==> src/rtl/uart_tx_if.sv <==
// uart_tx_if: byte push handshake into the UART transmitter FIFO.
interface uart_tx_if;
  logic       valid;
  logic [7:0] data;
  logic       ready;
  modport master (output valid, data, input ready);
  modport slave (input valid, data, output ready);
endinterface

==> src/rtl/uart_tx.sv <==
// uart_tx: 8N1 UART transmitter with a small transmit FIFO, LSB-first, registered TX.
// Define UART_TX_PARITY_EN for 8E1 frames (even parity bit after data bit 7).
module uart_tx #(
  parameter int BIT_RATE   = 9600,
  parameter int CLK_HZ     = 12_000_000,
  parameter int FIFO_DEPTH = 4
) (
  input  logic      clk,
  input  logic      rst_n,
  uart_tx_if.slave  bus,
  output logic      tx_o,
  output logic      busy_o
);
  localparam int CPB = CLK_HZ / BIT_RATE;
  localparam int CW  = $clog2(CPB) + 1;
  localparam int AW  = $clog2(FIFO_DEPTH);
  localparam logic [CW-1:0] LAST = CW'(CPB - 1);
  localparam logic [AW:0]   FULL = (AW + 1)'(FIFO_DEPTH);
`ifdef UART_TX_PARITY_EN
  typedef enum logic [2:0] {IDLE, START, DATA, PARITY, STOP} state_t;
`else
  typedef enum logic [2:0] {IDLE, START, DATA, STOP} state_t;
`endif
  state_t        state_q, state_d;
  logic [CW-1:0] cnt_q, cnt_d;
  logic [2:0]    idx_q, idx_d;
  logic [7:0]    shift_q, shift_d;
  logic          tx_q, tx_d;
  logic [AW:0]   count_q;
  logic [AW-1:0] wptr_q, rptr_q;
  logic [7:0]    mem_q [FIFO_DEPTH];
  logic [7:0]    head;
  logic          push, pop, nonempty, last;
  assign head     = mem_q[rptr_q];
  assign nonempty = count_q != '0;
  assign last     = cnt_q == LAST;
  assign bus.ready = rst_n && (count_q != FULL);
  assign push     = bus.valid && bus.ready;
  assign tx_o     = tx_q;
  assign busy_o   = (state_q != IDLE) || nonempty;
`ifdef UART_TX_PARITY_EN
  logic par_q;
  always_ff @(posedge clk or negedge rst_n)
    if (!rst_n) par_q <= 1'b0;
    else if (pop) par_q <= ^head;
`endif
  always_comb begin
    state_d = state_q;
    cnt_d   = (state_q == IDLE || last) ? '0 : cnt_q + 1'b1;
    idx_d   = idx_q;
    shift_d = shift_q;
    pop     = 1'b0;
    case (state_q)
      IDLE: if (nonempty) begin
        pop     = 1'b1;
        state_d = START;
      end
      START: if (last) begin
        state_d = DATA;
        idx_d   = '0;
      end
      DATA: if (last) begin
        shift_d = {1'b0, shift_q[7:1]};
        idx_d   = idx_q + 3'd1;
`ifdef UART_TX_PARITY_EN
        if (idx_q == 3'd7) state_d = PARITY;
`else
        if (idx_q == 3'd7) state_d = STOP;
`endif
      end
`ifdef UART_TX_PARITY_EN
      PARITY: if (last) state_d = STOP;
`endif
      STOP: if (last) begin
        pop     = nonempty;
        state_d = nonempty ? START : IDLE;
      end
      default: state_d = IDLE;
    endcase
    if (pop) shift_d = head;
    // TX is registered, so it is driven from the state being entered
`ifdef UART_TX_PARITY_EN
    tx_d = (state_d == START) ? 1'b0 : (state_d == DATA) ? shift_d[0] :
           (state_d == PARITY) ? par_q : 1'b1;
`else
    tx_d = (state_d == START) ? 1'b0 : (state_d == DATA) ? shift_d[0] : 1'b1;
`endif
  end
  always_ff @(posedge clk or negedge rst_n)
    if (!rst_n) begin
      state_q <= IDLE;
      cnt_q   <= '0;
      idx_q   <= '0;
      shift_q <= '0;
      tx_q    <= 1'b1;
      count_q <= '0;
      wptr_q  <= '0;
      rptr_q  <= '0;
    end else begin
      state_q <= state_d;
      cnt_q   <= cnt_d;
      idx_q   <= idx_d;
      shift_q <= shift_d;
      tx_q    <= tx_d;
      count_q <= count_q + (AW + 1)'(push) - (AW + 1)'(pop);
      wptr_q  <= wptr_q + AW'(push);
      rptr_q  <= rptr_q + AW'(pop);
    end
  always_ff @(posedge clk)
    if (push) mem_q[wptr_q] <= bus.data;
endmodule
==> src/flat_wrapper.sv <==
// flat-port wrapper written by rule: the top's interface ports become plain ports
module uart_tx_flat 
#(
  parameter int BIT_RATE   = 9600,
  parameter int CLK_HZ     = 12_000_000,
  parameter int FIFO_DEPTH = 4
)
  (clk, rst_n, tx_o, busy_o, bus_valid, bus_data, bus_ready);
  uart_tx_if bus_i ();
  input  logic clk;
  input  logic rst_n;
  output logic tx_o;
  output logic busy_o;
  input wire logic [$bits(bus_i.valid)-1:0] bus_valid;
  input wire logic [$bits(bus_i.data)-1:0] bus_data;
  output wire logic [$bits(bus_i.ready)-1:0] bus_ready;
  assign bus_i.valid = bus_valid;
  assign bus_i.data = bus_data;
  assign bus_ready = bus_i.ready;
  uart_tx #(.BIT_RATE(BIT_RATE), .CLK_HZ(CLK_HZ), .FIFO_DEPTH(FIFO_DEPTH)) u_core (.clk(clk), .rst_n(rst_n), .bus(bus_i), .tx_o(tx_o), .busy_o(busy_o));
endmodule
==> config.mk <==
export PLATFORM = sky130hd
export DESIGN_NAME = uart_tx_flat
export DESIGN_NICKNAME = d
export VERILOG_FILES = /design/src/rtl/uart_tx_if.sv /design/src/rtl/uart_tx.sv /design/src/flat_wrapper.sv
export SDC_FILE = /design/constraint.sdc
export NUM_CORES = 1
export LEC_CHECK = 0
export CORE_UTILIZATION = 55
export CTS_CLUSTER_SIZE = 28
export DETAILED_ROUTE_END_ITERATION = 8
export GPL_ROUTABILITY_DRIVEN = 0
export PLACE_DENSITY = 0.86
export SLEW_MARGIN = 20
export SYNTH_ARGS = -nofsm -noshare
export SYNTH_HDL_FRONTEND = slang
export SYNTH_SLANG_ARGS = --single-unit
==> constraint.sdc <==
create_clock -name clk -period 8.5 [get_ports clk]
set_input_delay 2.55 -clock clk [delete_from_list [all_inputs] [get_ports clk]]
set_output_delay 2.55 -clock clk [all_outputs]
set_load 0.02 [all_outputs]
# Word-level counts from Yosys, hierarchy flattened
# Memory sizes are Yosys's and may differ from the RTL's.
# Index checks and enable logic that the tools add are counted.
# totals
mem_count	1
ramBits	32
wordCells	59
input_bits	11
register_bits	34
out_inout_bits	3
# memory_table
name	words	width	rd	rd_clocked_by_memory_dff	write_ports	line_no	source
u_core.mem_q	4	8	1	0	1	uart_tx.sv:31	logic [7:0] mem_q [FIFO_DEPTH];
# classes
eq_ne	10
n_mux	21
reduce_logical	12
add_sub_neg	6
# ops
cell	count
$mux 8	3
$mux 3	7
$add 12x1->12 const B	1
$eq 12x11->1 const B	1
$mux 12	1
$pmux 3 s4	1
$eq 3x2->1 const B	3
$mux 1	7
$eq 3x1->1 const B	2
$pmux 3 s2	1
$reduce_bool 2->1	3
$reduce_bool 3->1	2
$add 2x1->2	2
$ne 2x1->1 const B	2
$add 3x1->3	1
$add 3x1->3 const B	1
$eq 3x3->1 const B	1
$logic_not 3->1	1
$ne 3x3->1 const B	1
$reduce_and 3->1	1
$sub 3x1->3	1
$logic_and 1x1->1	2
$logic_or 1x1->1	2
$pmux 1 s2	1
$reduce_and 2->1	1

# Depth between registers and ports, before layout
# Gate-level depths: netlist of run 1.
# logic_depth
ltp_word	7
mapped_depth	11
depth_no_buf	11

# Least setup slack after synthesis of run 1
# No wires, ideal clock.
# synth_timing
kind	input-to-output
startpoint	input port rst_n
endpoint	output port bus_ready
path_stages	1
n_path_buf	0
arrival_time_ns	3.110
path_slack_ns	2.840
required_time_ns	5.950
path_cell_list	a21boi_0
# synth_via
elab_chain_len	1
# synth_lines
element	line_no	source
start, declared	flat_wrapper.sv:11	input logic rst_n;
$logic_and 1x1->1	uart_tx.sv:37	assign bus.ready = rst_n && (count_q != FULL);
end, declared	flat_wrapper.sv:16	output wire logic [$bits(bus_i.ready)-1:0] bus_ready;
# No other way between the ends.

# Worst setup path after layout of run 1
# Same ends and word-level chain as after synthesis.

==> flow_metrics.py, run 1 <==
metrics = {
    "global_route": {
        "grt_overflow": 0,
        "grt_max_degree": 36,
        "grt_pass1_vias": 1634,
        "grt_first_pass_wirelength_mm": 7.76,
        "antenna_found_initial": 0,
        "grt.total_usage_pct": 19.7,
    },
    "clocking": {
        "clock_sinks": 66,
        "postCtsSetupBuffers": 0,
        "clkLatencyLatePin_ns": 0.35,
        "cts_root_buffer": "clkbuf_8",
        "cts-buffers-inserted": 9,
        "clkTransAtPathRegs_ns": 0.08,
        "cts-htree-levels": 3,
        "cts_tree": "yes",
        "cts_max_path_buffers": 2,
        "cts_resized": 0,
        "postCtsHoldBufs": 0,
    },
    "power": {
        "switchingPower_uw": 257,
        "powerDensity_nw_per_um2": 262,
        "ir_drop_uv": 236,
        "combPwrFrac_pct": 19.7,
        "switching_share_pct": 29.8,
        "seq_power_share_pct": 53.0,
        "p_int_uw": 606,
        "power.share.clock_pct": 27.3,
        "power.leakage_uw": 0.00130,
        "power_uw": 863,
    },
    "detailed_routing": {
        "drt_iter0_markers": 74,
        "drc": 0,
        "final_antenna_net_count": 0,
        "viasPerCell": 5.45,
        "drt-total-wl_mm": 4.52,
        "first_pass_iters": 4,
        "num_vias": 1629,
        "wl_per_cell_um": 15.1,
    },
    "sta": {
        "finalSetupViolCount": 0,
        "fmax_mhz": 145,
        "slew_headroom_pct": 39.8,
        "min_period_ns": 6.90,
        "worst_slack_ns": 1.60,
        "maxSlewViolCount": 0,
        "worst_slew_pin_slew_ns": 0.897,
        "rsz0062_at_grt": "no",
        "fin_tns_setup_ns": 0,
        "hold_viol": 0,
        "fin_crit_sh_pct": 81.2,
        "fin_skew_ns": 0.0133,
    },
    "synth": {
        "yosys.area.top_type": "edfxtp_1",
        "synth_warnings": 0,
        "synth_top_family_by_area": "simple AND/OR/NAND/NOR gates",
        "synthXorXnorAreaFrac_pct": 4.51,
        "synthTopCellsByCount": "dfrtp_1, edfxtp_1, nor2_1, nand2_1",
        "yosysMostFrequentCell": "dfrtp_1",
        "synth_area_leaders": "edfxtp_1, dfrtp_1, mux4_2",
        "yosys.area_share.simple_pct": 13.7,
        "synth_fa_ha_area_share_pct": 3.27,
        "syn_area_per_cell_um2": 14.2,
        "synth_compound_area_share_pct": 6.36,
        "yosysUniqueCellTypes": 46,
        "yosys_most_used_dff": "dfrtp_1",
        "netlist_area_um2": 2910,
        "synthCells": 205,
        "ys_seq_area_share_pct": 62.3,
        "synthMuxAreaShare_pct": 7.61,
        "syn_nets": 223,
        "ys_ff_latch": 66,
        "synth_edf_count": 32,
        "synthArstFlopShare_pct": 51.5,
        "synth.top_cell.area_share_pct": 33.0,
    },
    "critical_path": {
        "crit_arrival_ns": 4.35,
        "rr_startpoint": "u_core.cnt_q[9]",
        "crit_type": "in -> out",
        "r2r_slack_ns": 5.22,
        "path_buf_inv": 3,
        "cp_top_family": "buffers and inverters",
        "cp-start-kind": "input pin",
        "crit_start": "rst_n",
        "r2r_end": "u_core.count_q[2]",
        "reg2reg_depth": 9,
        "crit_chain": "clkdlybuf4s50_1 > buf_4 > a21boi_0 > clkdlybuf4s50_1",
        "crit_end": "bus_ready",
        "slowest_delay_ns": 0.66,
        "path_common_cell": "clkdlybuf4s50_1",
        "end_kind": "primary output",
        "worst-path-stages": 4,
        "cp_max_fo": 35,
        "critPathRequiredTime_ns": 5.95,
        "cp_slowest_cell": "clkdlybuf4s50_1",
    },
    "cells_and_area": {
        "area_growth_syn_to_layout_pct": 13.1,
        "n_antenna_cell": 0,
        "fin_util_pct": 64.5,
        "drive_above_1_share_pct": 20.1,
        "final_area_um2": 3290,
        "nNetsFinal": 242,
    },
    "floorplan": {
        "fp.coreArea_um2": 5110,
        "rows": 26,
        "io_pins": 14,
        "die_w_um": 74.8,
        "start_util_pct": 57.0,
        "die-area_um2": 5590,
        "die_height_um": 74.8,
    },
    "placed_design": {
        "port_buffers": 13,
        "placed_area_um2": 3110,
        "dp_hpwl_mm": 3.12,
        "detailedPlace.worstSlack_ns": 1.54,
    },
    "worst_hold_path": {
        "hold_path_class": "reg -> reg",
    },
    "outcome": {
        "outcome": "finished, final reports clean",
    },
    "flow_run": {
        "max-cap-violations": 0,
    },
}
## stage by stage
stage | hold WS [ns] | std cells
3_3_place_gp | 0.496 | 283
6_report | 0.511 | 299
5_1_grt | 0.529 | 299
2_1_floorplan | 0.464 | 205
4_1_cts | 0.515 | 299
3_5_place_dp | 0.500 | 283
## worst min-delay path by stage
| stage | startpoint | to | depth (start not counted) |
|---|---|---|---|
| 2_1_floorplan | u_core.count_q[2] | u_core.count_q[2] | 1 |
| 3_5_place_dp | u_core.count_q[2] | u_core.count_q[2] | 1 |
| 5_1_grt | u_core.count_q[2] | u_core.count_q[2] | 1 |
| 4_1_cts | u_core.count_q[2] | u_core.count_q[2] | 1 |
| 3_3_place_gp | u_core.shift_q[4] | u_core.shift_q[4] | 1 |
| 6_report | u_core.count_q[2] | u_core.count_q[2] | 1 |
## sequential cells by signal (all words and copies together), names as in the netlist
signal,count
u_core.mem_q,32
u_core.cnt_q,12
u_core.shift_q,8
u_core.count_q,3
u_core.idx_q,3
u_core.state_q,3
u_core.rptr_q,2
u_core.wptr_q,2
u_core.tx_o,1
## routing by layer
metal  part of all wire [%]  vias to the layer above  routed length [um]  track usage (%)
met5                      0                        -                   0                0
met4                    1.6                        0                  74             8.81
met3                    3.3                        8                 149             6.83
met2                     51                       29                2300             30.4
met1                     44                      804                2000             25.4
li1                       -                      788                   -                -
## layout by cell type (no fill, tap or decap), types with 8 or more instances in the layout
cell type / netlist / final
dfrtp_1: 33 / 33
nand2_1: 10 / 10
nand3_1: 8 / 8
nor2_1: 16 / 16
clkbuf_8: 0 / 9
inv_1: 8 / 8
edfxtp_1: 32 / 32
clkdlybuf4s50_1: 0 / 13
xnor2_1: 8 / 8
mux4_2: 8 / 8
## layout make-up
| class | count | area [um2] |
|---|---|---|
| tap | 70 | 87.6 |
| inverter | 8 | 30.0 |
| sequential | 66 | 1810 |
| fill | 390 | 1810 |
| multi-input combinational | 124 | 1040 |
| clock inverter | 7 | 53.8 |
| clock buffer | 9 | 124 |
| timing repair buffer | 15 | 145 |
## cell families after synthesis
family                     count (synthesis)
and+or+nand+nor                           68
DFF                                       66
AOI/OAI and AO/OA                         22
xor gates and xnor gates                  15
buffers and inverters                     15
muxes                                     11
adders and majority gates                  7
other                                      1
## worst reg2reg max path, stage by stage (launching register included)
cell and delay (ns):
dfrtp_1 0.41, or4b_4 0.61, o31ai_2 0.81, nand2b_1 0.27
nand2_1 0.13, nand2_1 0.06, ha_1 0.20, fa_1 0.39
xor2_1 0.18, xnor2_1 0.13
## power by group through the flow
stage	Combinational, uW	Sequential, uW	Clock [uW]
detailed placement	172	463	0
floorplan	150	433	0
global placement	162	462	0
finish	170	457	235
global route	189	467	255
CTS	173	458	241
No activity file was read; power rests on OpenSTA's default activity.
==> run 2, diff against run 1 <==
==> constraint.sdc (replaced) <==
create_clock -name clk -period 6.4 [get_ports clk]
set_input_delay 1.92 -clock clk [delete_from_list [all_inputs] [get_ports clk]]
set_output_delay 1.92 -clock clk [all_outputs]
set_load 0.02 [all_outputs]
==> flow_metrics.py, run 2 (synthesis results as in run 1) <==
metrics = {
    "cells_and_area": {
        "final_cells": 299,
        "fillCellCount": 369,
        "largest_register": "u_core.mem_q",
        "n_antenna_cell": 0,
        "layout_commonest_cell": "dfrtp_1",
        "nNetsFinal": 242,
        "area_growth_syn_to_layout_pct": 14.5,
        "reg.largest.list": "u_core.mem_q x32, u_core.cnt_q x12, u_core.shift_q x8",
        "drive_above_1_share_pct": 20.1,
        "mostFrequentLayoutCells": "dfrtp_1, edfxtp_1, nor2_1",
        "largest_register_ffs": 32,
    },
    "detailed_routing": {
        "drc": 0,
        "num_vias": 1640,
        "drt-total-wl_mm": 4.78,
        "viasPerCell": 5.48,
        "drt_iter0_markers": 48,
        "final_antenna_net_count": 0,
        "first_pass_iters": 4,
        "wl_per_cell_um": 16.0,
    },
    "sta": {
        "fmax_mhz": 191,
        "fin_tns_setup_ns": 0,
        "fin_skew_ns": 0.00931,
        "hold_viol": 0,
        "rsz0062_at_grt": "no",
        "worst_slack_ns": 1.16,
        "maxSlewViolCount": 0,
        "worst_slew_pin_slew_ns": 0.857,
        "fin_crit_sh_pct": 81.9,
        "slew_headroom_pct": 42.5,
        "finalSetupViolCount": 0,
        "min_period_ns": 5.24,
    },
    "global_route": {
        "antenna_found_initial": 0,
        "grt_pass1_vias": 1696,
        "grt.total_usage_pct": 20.6,
        "grt_overflow": 0,
        "grt_first_pass_wirelength_mm": 8.03,
        "grt_max_degree": 35,
    },
    "critical_path": {
        "crit_chain": "clkdlybuf4s50_1 > a21boi_0 > clkdlybuf4s50_1",
        "r2r_slack_ns": 3.15,
        "critPathRequiredTime_ns": 4.48,
        "crit_type": "in -> out",
        "cp-start-kind": "input pin",
        "r2r_end": "u_core.count_q[2]",
        "path_common_cell": "clkdlybuf4s50_1",
        "end_kind": "primary output",
        "rr_startpoint": "u_core.cnt_q[9]",
        "cp_slowest_cell": "clkdlybuf4s50_1",
        "reg2reg_depth": 9,
        "slowest_delay_ns": 0.64,
        "crit_arrival_ns": 3.32,
        "cp_max_fo": 2,
    },
    "floorplan": {
        "fp.coreArea_um2": 5110,
        "io_pins": 14,
        "die_w_um": 74.8,
        "rows": 26,
        "die-area_um2": 5590,
        "die_height_um": 74.8,
        "start_util_pct": 57.0,
    },
    "power": {
        "combPwrFrac_pct": 18.8,
        "powerDensity_nw_per_um2": 365,
        "power.leakage_uw": 0.00132,
        "switching_share_pct": 27.8,
        "p_int_uw": 880,
        "power.share.clock_pct": 31.0,
        "power_uw": 1220,
        "switchingPower_uw": 338,
        "ir_drop_uv": 217,
        "seq_power_share_pct": 50.2,
    },
    "clocking": {
        "cts_tree": "yes",
        "postCtsSetupBuffers": 0,
        "postCtsHoldBufs": 0,
        "clkTransAtPathRegs_ns": 0.07,
        "clock_sinks": 66,
        "cts-htree-levels": 3,
        "cts_max_path_buffers": 2,
        "cts-buffers-inserted": 9,
        "cts_root_buffer": "clkbuf_8",
        "clkLatencyLatePin_ns": 0.34,
        "cts_resized": 0,
    },
    "flow_run": {
        "max-cap-violations": 0,
    },
    "worst_hold_path": {
        "whs_endpoint": "u_core.count_q[2]",
        "min-delay-start": "u_core.count_q[2]",
        "worstHoldPathCells": 1,
        "hold_path_class": "reg -> reg",
    },
    "placed_design": {
        "dp_cells": 283,
        "port_buffers": 13,
        "detailedPlace.worstSlack_ns": 1.14,
        "dp_hpwl_mm": 3.27,
    },
    "outcome": {
        "outcome": "finished, final reports clean",
    },
}
==> run 2: changes by cell type in the layout (fill, tap and decap cells not counted), sizes merged <==
cell / before / now
bufinv: 0 / 2
clkinv: 2 / 3
clkinvlp: 3 / 2
inv: 10 / 8
==> run 2: worst max-delay path by stage <==
stage                     startpoint        end  slack [ns]  depth (start not counted)
after floorplan                rst_n  bus_ready        2.00                          1
after CTS                      rst_n  bus_ready        1.14                          3
after global placement         rst_n  bus_ready        1.14                          3
after detailed placement       rst_n  bus_ready        1.14                          3
final                          rst_n  bus_ready        1.16                          3
after global routing           rst_n  bus_ready        1.01                          3
==> run 2: worst max-delay path: cells and delay by family <==
kind            cells  cell delay, ns
buf+inv             2            1.15
compound gates      1            0.25
==> run 2: per-layer routing <==
layer  routed length [um]  share of wire [%]  vias up  global-route usage, %
met5                    0                  0        -                      0
li1                     -                  -      784                      -
met4                   44               0.92        0                   9.01
met2                 2490                 52       29                   34.2
met3                  152                3.2        5                   6.83
met1                 2090                 44      822                   24.7
==> run 2: through the flow <==
step           utilization [%]  hold WS (ns)  instance area, um2
2_1_floorplan                -         0.464                2910
3_3_place_gp              60.9         0.485                3110
3_5_place_dp              61.0         0.491                3120
4_1_cts                   65.3         0.500                3330
5_1_grt                   65.3         0.527                3330
6_report                  65.3         0.505                3330
==> run 2: power groups by stage <==
stage	logic (uW)	registers, uW	clock network [uW]
final	229	612	378
after floorplan	200	575	0
after detailed placement	232	618	0
after global placement	216	614	0
after global routing	253	625	404
after CTS	233	612	387
==> run 2: cell type report <==
cell class	count	area (um2)	area share, %
Sequential cell	66	1810	54.4
Inverter	8	30.0	0.901
Clock buffer	9	124	3.72
Clock inverter	7	93.8	2.82
Timing Repair Buffer	15	145	4.35
Tap cell	70	87.6	2.63
Multi-Input combinational cell	124	1040	31.2
